`src/rtl/auth_requester.sv`:
```
// Initiator side of the ATM account-authentication interface: keypad entry,
// one-cycle authenticator request, per-account lockout and session control.
module auth_requester #(
  parameter int MAX_TRIES      = 3,
  parameter int TIMEOUT_CYCLES = 1000,
  parameter int PIN_DIGITS     = 4
) (
  input  logic        clk,
  input  logic        rst,
  input  logic        key_valid,
  input  logic [3:0]  key_code,
  output logic [3:0]  acc_num,
  output logic [15:0] pin,
  output logic        auth_req,
  input  logic        acc_found_stat,
  input  logic        acc_auth_stat,
  input  logic [3:0]  acc_index_in,
  output logic        session_active,
  output logic [3:0]  acc_index_out,
  output logic        error_valid,
  output logic [2:0]  error_code
);

  typedef enum logic [1:0] {
    S_ACC     = 2'd0,
    S_PIN     = 2'd1,
    S_REQ     = 2'd2,
    S_SESSION = 2'd3
  } state_t;

  localparam logic [3:0] KEY_ENTER  = 4'hA;
  localparam logic [3:0] KEY_CLEAR  = 4'hB;
  localparam logic [3:0] KEY_CANCEL = 4'hC;

  localparam logic [2:0] E_BAD_ACC   = 3'd1;
  localparam logic [2:0] E_LOCKED    = 3'd2;
  localparam logic [2:0] E_SHORT_PIN = 3'd3;
  localparam logic [2:0] E_NOT_FOUND = 3'd4;
  localparam logic [2:0] E_BAD_PIN   = 3'd5;
  localparam logic [2:0] E_TIMEOUT   = 3'd6;

  localparam logic [1:0] MAX_TRIES_W  = 2'(MAX_TRIES);
  localparam logic [2:0] PIN_DIGITS_W = 3'(PIN_DIGITS);
  localparam int         TW           = $clog2(TIMEOUT_CYCLES);
  localparam logic [TW-1:0] TMO_LAST  = TW'(TIMEOUT_CYCLES - 1);

  state_t        state_r;
  logic [1:0]    acc_digits_r;
  logic [2:0]    pin_digits_r;
  logic [1:0]    fail_cnt_r [16];
  logic [TW-1:0] tmo_cnt_r;

  logic          is_digit_s;
  logic [7:0]    acc_calc_s;
  logic [15:0]   pin_calc_s;
  logic [1:0]    fail_cur_s;
  logic [1:0]    fail_inc_s;
  logic          tmo_run_s;
  logic          tmo_hit_s;

  // Next-digit arithmetic, saturating fail increment and idle-timeout detection
  always_comb begin
    is_digit_s = (key_code <= 4'd9);
    acc_calc_s = ({4'd0, acc_num} * 8'd10) + {4'd0, key_code};
    pin_calc_s = (pin * 16'd10) + {12'd0, key_code};
    fail_cur_s = fail_cnt_r[acc_num];
    if (fail_cur_s == 2'd3) begin
      fail_inc_s = 2'd3;
    end else begin
      fail_inc_s = fail_cur_s + 2'd1;
    end
    case (state_r)
      S_ACC:     tmo_run_s = (acc_digits_r != 2'd0);
      S_PIN:     tmo_run_s = 1'b1;
      S_SESSION: tmo_run_s = 1'b1;
      default:   tmo_run_s = 1'b0;
    endcase
    // a key in the expiring cycle always wins over the timeout
    tmo_hit_s = tmo_run_s && !key_valid && (tmo_cnt_r == TMO_LAST);
  end

  // Request FSM with entry fields, fail table, idle counter and registered outputs
  always_ff @(posedge clk) begin
    if (rst) begin
      state_r        <= S_ACC;
      acc_num        <= 4'd0;
      pin            <= 16'd0;
      acc_digits_r   <= 2'd0;
      pin_digits_r   <= 3'd0;
      auth_req       <= 1'b0;
      session_active <= 1'b0;
      acc_index_out  <= 4'd0;
      error_valid    <= 1'b0;
      error_code     <= 3'd0;
      tmo_cnt_r      <= {TW{1'b0}};
      for (int i = 0; i < 16; i++) begin
        fail_cnt_r[i] <= 2'd0;
      end
    end else begin
      auth_req    <= 1'b0;
      error_valid <= 1'b0;

      if (key_valid || !tmo_run_s || tmo_hit_s) begin
        tmo_cnt_r <= {TW{1'b0}};
      end else begin
        tmo_cnt_r <= tmo_cnt_r + TW'(1);
      end

      if (tmo_hit_s) begin
        error_valid    <= 1'b1;
        error_code     <= E_TIMEOUT;
        state_r        <= S_ACC;
        session_active <= 1'b0;
        acc_num        <= 4'd0;
        acc_digits_r   <= 2'd0;
        pin            <= 16'd0;
        pin_digits_r   <= 3'd0;
      end else begin
        case (state_r)
          S_ACC: begin
            if (key_valid) begin
              if (is_digit_s) begin
                if (acc_digits_r != 2'd2) begin
                  if (acc_calc_s > 8'd15) begin
                    error_valid  <= 1'b1;
                    error_code   <= E_BAD_ACC;
                    acc_num      <= 4'd0;
                    acc_digits_r <= 2'd0;
                  end else begin
                    acc_num      <= acc_calc_s[3:0];
                    acc_digits_r <= acc_digits_r + 2'd1;
                  end
                end
              end else if (key_code == KEY_ENTER) begin
                if ((acc_digits_r == 2'd0) || (acc_num == 4'd0)) begin
                  error_valid  <= 1'b1;
                  error_code   <= E_BAD_ACC;
                  acc_num      <= 4'd0;
                  acc_digits_r <= 2'd0;
                end else if (fail_cur_s == MAX_TRIES_W) begin
                  error_valid  <= 1'b1;
                  error_code   <= E_LOCKED;
                  acc_num      <= 4'd0;
                  acc_digits_r <= 2'd0;
                end else begin
                  state_r      <= S_PIN;
                  pin          <= 16'd0;
                  pin_digits_r <= 3'd0;
                end
              end else if ((key_code == KEY_CLEAR) || (key_code == KEY_CANCEL)) begin
                acc_num      <= 4'd0;
                acc_digits_r <= 2'd0;
                pin          <= 16'd0;
                pin_digits_r <= 3'd0;
              end
            end
          end

          S_PIN: begin
            if (key_valid) begin
              if (is_digit_s) begin
                if (pin_digits_r < PIN_DIGITS_W) begin
                  pin          <= pin_calc_s;
                  pin_digits_r <= pin_digits_r + 3'd1;
                end
              end else if (key_code == KEY_ENTER) begin
                if (pin_digits_r != PIN_DIGITS_W) begin
                  error_valid  <= 1'b1;
                  error_code   <= E_SHORT_PIN;
                  pin          <= 16'd0;
                  pin_digits_r <= 3'd0;
                end else begin
                  state_r  <= S_REQ;
                  auth_req <= 1'b1;
                end
              end else if (key_code == KEY_CLEAR) begin
                pin          <= 16'd0;
                pin_digits_r <= 3'd0;
              end else if (key_code == KEY_CANCEL) begin
                state_r      <= S_ACC;
                acc_num      <= 4'd0;
                acc_digits_r <= 2'd0;
                pin          <= 16'd0;
                pin_digits_r <= 3'd0;
              end
            end
          end

          // authenticator result is taken at the edge that closes the request cycle
          S_REQ: begin
            if (!acc_found_stat) begin
              error_valid  <= 1'b1;
              error_code   <= E_NOT_FOUND;
              state_r      <= S_ACC;
              acc_num      <= 4'd0;
              acc_digits_r <= 2'd0;
              pin          <= 16'd0;
              pin_digits_r <= 3'd0;
            end else if (acc_auth_stat) begin
              fail_cnt_r[acc_num] <= 2'd0;
              acc_index_out       <= acc_index_in;
              session_active      <= 1'b1;
              state_r             <= S_SESSION;
            end else begin
              fail_cnt_r[acc_num] <= fail_inc_s;
              error_valid         <= 1'b1;
              pin                 <= 16'd0;
              pin_digits_r        <= 3'd0;
              if (fail_inc_s == MAX_TRIES_W) begin
                error_code   <= E_LOCKED;
                state_r      <= S_ACC;
                acc_num      <= 4'd0;
                acc_digits_r <= 2'd0;
              end else begin
                error_code <= E_BAD_PIN;
                state_r    <= S_PIN;
              end
            end
          end

          S_SESSION: begin
            if (key_valid && (key_code == KEY_CANCEL)) begin
              session_active <= 1'b0;
              state_r        <= S_ACC;
              acc_num        <= 4'd0;
              acc_digits_r   <= 2'd0;
              pin            <= 16'd0;
              pin_digits_r   <= 3'd0;
            end
          end

          default: begin
            state_r        <= S_ACC;
            session_active <= 1'b0;
          end
        endcase
      end
    end
  end

endmodule

```
`config.mk`:
```
export PLATFORM = sky130hd
export DESIGN_NAME = auth_requester
export DESIGN_NICKNAME = d
export VERILOG_FILES = /design/src/rtl/auth_requester.sv
export SDC_FILE = /design/constraint.sdc
export NUM_CORES = 1
export LEC_CHECK = 0
export ABC_AREA = 1
export CORE_AREA = 5 5 120 122
export CTS_BUF_LIST = sky130_fd_sc_hd__clkbuf_4
export DETAILED_ROUTE_END_ITERATION = 8
export DIE_AREA = 0 0 125 127
export SYNTH_ARGS = -nofsm -noshare
export SYNTH_HDL_FRONTEND = slang
export SYNTH_SLANG_ARGS = --single-unit
```
`constraint.sdc`:
```
create_clock -name clk -period 5.6 [get_ports clk]
set_clock_uncertainty 0.05 [all_clocks]
set_input_delay 1.12 -clock clk [delete_from_list [all_inputs] [get_ports clk]]
set_output_delay 1.12 -clock clk [all_outputs]
set_load 0.01 [all_outputs]
```
# == After elaboration in Yosys (flattened, before gate mapping) ==
# Memory sizes are Yosys's and may differ from the RTL's. A register that Yosys moved wholly into a read port is not among the register bits.
# Cells that the tools add are included.
# totals
register_bits,47
mem_bits_rw,32
in_bits,13
n_memories,1
# memory_table
name,words,width,read_ports,rd_ports_with_merged_regs,write_ports,line_no,source
fail_cnt_r,16,2,1,1,16,50,logic [1:0] fail_cnt_r [16];
# op_classes
addsub,6
mul,2
order_cmp,3
eq_ne,53
n_mux,140
n_bitwise,5
n_reduce_logical,28
# ops
op,n
$mux W16,16
$mux W3,31
$mux W4,20
$pmux W16 S4,1
$mux W2,31
$ne A3 B3 Y1 const B,18
$reduce_and A11 Y1,4
$mux W1,33
$ne A2 B2 Y1 const B,16
$ne A4 B4 Y1 const B,7
$add A16 B4 Y16,1
$mul A16 B3 Y15 const B,1
$pmux W2 S4,2
$pmux W4 S4,1
$ne A5 B5 Y1 const B,3
$eq A4 B4 Y1 const B,3
$pmux W3 S4,1
$reduce_and A12 Y1,1
$add A10 B1 Y10 const B,1
$eq A10 B10 Y1 const B,1
$pmux W3 S3,1
$add A8 B4 Y8,1
$eq A2 B2 Y1 const B,4
$gt A8 B4 Y1 const B,1
other kinds (21),38

# == Logic depth before layout (Yosys ltp) ==
# logic_depth
depth_word,11
depth_mapped,19
mapped_depth_nobuf,17

# == Worst setup path after synthesis ==
# No wires, ideal clock.
# synth_timing
kind,in2reg
start,in key_code[1]
end,reg with a tool-made name
setup_ps,79
arrival_ps,2792
path_slack_ps,2679
stages,12
path_cell_list,ha_1 inv_1 fa_1 nand2_1 nand2_1 o21ai_0 nand2_1 nor3_1 inv_1 nor2_4 nand2_1 a21oi_1
# synth_lines
element,line_no,source
start: declaration,11,"input logic [3:0] key_code,"

# == Worst setup path in the final report ==
# layout_timing
start,in key_code[1]
end,reg pin[15]
# layout_between
elab_chain_cells,6
word_cells_on_any_way,25
# layout_rtl
element,line_no,source
"parallel branches: the longest is 6 deep, another holds $add A16 B4 Y16",n/a,
end signal: assignment,163,pin <= pin_calc_s;
end: declaration,13,"output logic [15:0] pin,"
# Several ways; the timed one is not identified. The select of a mux whose other input is x is not followed.
# A chain may end at the register's enable or synchronous reset.

==> impl_metrics.env <==
export IMPL_status="completed"
export IMPL_synth_top_area_share=0.175
export IMPL_viasPerCell=5.13
export IMPL_grt_max_degree=26
export IMPL_post_cts_resized_instances=0
export IMPL_rsz0062_at_grt="no"
export IMPL_syn_nets=861
export IMPL_dieArea_mm2=0.0159
export IMPL_hold_buffers=0
export IMPL_dp_cells=1004
export IMPL_cp_end_kind="flip-flop"
export IMPL_yosys_top_cells_area="dfxtp_1 (18%), edfxtp_1 (17%), nand2_1 (12%), ha_1 (9.5%), nor2_1 (7.1%)"
export IMPL_ant_nets=0
export IMPL_p_clk_frac=0.270
export IMPL_p_sw_mw=0.341
export IMPL_syn_avg_cell_area_um2=7.28
export IMPL_ys_ff_latch=83
export IMPL_grt_pass1_vias=5262
export IMPL_seq_area_mm2=0.00198
export IMPL_ir_drop_uv=130
export IMPL_place_ws_ns=1.77
export IMPL_p_seq_frac=0.574
export IMPL_hpwl_mm=11.0
export IMPL_worst_pin_slew_ns=0.799
export IMPL_hp_class="reg -> reg"
export IMPL_syn_inst=800
export IMPL_drc=0
export IMPL_clk_latency_ns=0.46
export IMPL_worst_slack_ns=2.23
export IMPL_synth_area_mm2=0.00582
export IMPL_ys_warnings_count=0
export IMPL_internal_power_mw=0.808
export IMPL_path_clk_slew_ns=0.12
export IMPL_io_pins=43
export IMPL_powerDensity_mw_per_mm2=178
export IMPL_yosysUniqueCellTypes=48
export IMPL_cts_root_buf="clkbuf_4"
export IMPL_setup_tns_ns=0
export IMPL_core_area_mm2=0.0131
export IMPL_avgRoutedWirePerCell_um=13.9
export IMPL_hold_violations=0
export IMPL_die_x_um=125
export IMPL_drive_gt1_frac=0.0877
export IMPL_routed_wl_mm=14.2
export IMPL_slew_headroom=0.467
export IMPL_final_cell_count_no_fill=1021
export IMPL_cp_arrival_ns=3.65
export IMPL_holdWs_ns=0.420
export IMPL_postCtsSetupBuffers=0
export IMPL_num_vias=5242
export IMPL_drv_slew=0
export IMPL_critPathLaunchType="input port"
export IMPL_gp_congestion=0.917
export IMPL_required_ns=5.87
export IMPL_clock_sinks=83
export IMPL_area_delta_synth_final_pct=11.1
export IMPL_grt_util_all_layers=0.185
export IMPL_core_rowCount=42
export IMPL_dr_first_iter_drc_count=323
export IMPL_cts_buffers_inserted=9
export IMPL_fin_crit_sh=0.602
export IMPL_place_area_mm2=0.00635
export IMPL_multiInputGateArea_mm2=0.00328
export IMPL_p_sw_frac=0.297
export IMPL_synth_main_ff_cell="dfxtp_1"
export IMPL_critPathMaxFanout=6
export IMPL_async_flop_share=0
export IMPL_port_buffer_count=42
export IMPL_overflow=0
export IMPL_cts_tree="yes"
export IMPL_yosysSeqAreaShare=0.340
export IMPL_die_h_um=127
export IMPL_start_util=0.445
export IMPL_p_leak_nw=2.76
export IMPL_fin_nets=900
export IMPL_cts_buffer_depth=2
export IMPL_fmax_mhz=296
export IMPL_antenna_found_initial=1
export IMPL_synth_top_cell_by_area="dfxtp_1"
export IMPL_stdcell_area_mm2=0.00647
export IMPL_cts_htree_levels=3
export IMPL_min_period_ns=3.37
export IMPL_comb_power_share=0.157
export IMPL_setup_viol=0
export IMPL_cap_violations=0
export IMPL_grt_pass1_wl_mm=24.4
export IMPL_crit_type="in -> reg"
export IMPL_first_pass_iters=5
export IMPL_nFillCells=1310
export IMPL_synth_edff_count=32
[flip-flops by register name (all words and copies together), names as in the netlist, named ones only]
register,flops
error_valid,1
acc_index_out,4
session_active,1
pin,16
acc_num,4
tmo_cnt_r,10
state_r,2
acc_digits_r,2
error_code,3
pin_digits_r,3
fail_cnt_r,32
auth_req,1
[metal layers]
layer / routed length, um / vias up / part of all wire / GRT usage
met1: 6060 / 2433 / 0.43 / 0.217
li1: - / 2661 / - / -
met3: 589 / 32 / 0.041 / 0.0367
met2: 7160 / 116 / 0.50 / 0.330
met4: 439 / 0 / 0.031 / 0.0765
met5: 0 / - / 0 / 0
[cell type report]
class                           count  area share
Sequential cell                    83       0.306
Antenna cell                        1    0.000387
Multi-Input combinational cell    585       0.507
Clock buffer                       11      0.0128
Clock inverter                      5     0.00464
Tap cell                          176      0.0340
Inverter                          117      0.0683
Timing Repair Buffer               43      0.0662
[power by group through the flow]
stage          clock (mW)  combinational, mW  sequential (mW)
3_5_place_dp            0              0.179            0.674
6_report            0.310              0.180            0.659
4_1_cts             0.325              0.180            0.660
5_1_grt             0.349              0.205            0.663
2_1_floorplan           0              0.128            0.667
3_3_place_gp            0              0.177            0.673
[cells by family after synthesis]
family	after synthesis	share of synthesized area
AO/OA/AOI/OAI	86	0.0892
XOR/XNOR	10	0.0150
adder cells (fa/ha/maj)	48	0.108
buffers and inverters	132	0.0961
flip-flops	83	0.340
AND/OR/NAND/NOR	441	0.351
[cell usage after synthesis (2+ instances only)]
master,number
nand2_1,190
nor2_1,110
inv_1,109
nand3_1,71
dfxtp_1,51
ha_1,44
a21oi_1,36
edfxtp_1,32
o21ai_0,21
nand4_1,14
nand2_4,13
a21oi_2,10
nor3_1,9
inv_2,7
xor2_1,7
nand2_2,6
buf_6,5
nor2_4,5
fa_1,4
nand3b_1,4
nor2_2,4
o21bai_1,4
a31oi_1,3
buf_2,3
clkbuf_1,3
nor3_2,3
o211ai_1,3
or2_2,3
xnor2_1,3
buf_1,2
nor4_1,2
o21a_1,2
o21ai_2,2
[critical path, cell delays in order]
cell	delay [ns]
clkdlybuf4s50_1	0.63
ha_1	0.27
fa_1	0.21
nand2_1	0.07
nand2_1	0.06
nand2_1	0.06
or2_2	0.30
nor2_1	0.16
nand2_1	0.09
nor2_1	0.13
nand4_1	0.14
nor2_1	0.18
nand4_1	0.09
nand3_1	0.07
a21oi_1	0.06
[cell usage in the layout (no fill, tap or decap), drive strengths merged, types with 3 or more instances in the layout]
master           n
xor2             7
clkbuf          11
inv            118
nand2          209
a31oi            3
edfxtp          32
nand3           73
o21bai           4
a21oi           46
o21ai           23
fa               4
or2              4
dfxtp           51
o211ai           3
nor2           119
nand4           14
nor3            13
xnor2            3
ha              44
clkinv           3
nand3b           4
clkdlybuf4s50   42
[per-stage QoR]
step	utilization	power, mW
floorplan	-	0.796
global placement	0.485	0.850
detailed placement	0.485	0.853
CTS	0.494	1.17
global route	0.494	1.22
finish	0.494	1.15
[final timing paths]
path,start,endpoint,slack [ns],cells after the start
setup / recovery,key_code[1],pin[15],2.23,15
hold / removal,tmo_cnt_r[5],tmo_cnt_r[5],0.42,2
setup reg to reg,state_r[0],fail_cnt_r[7][1],2.32,13
hold reg to reg,tmo_cnt_r[5],tmo_cnt_r[5],0.42,2
Power figures use the tool's default switching activity.
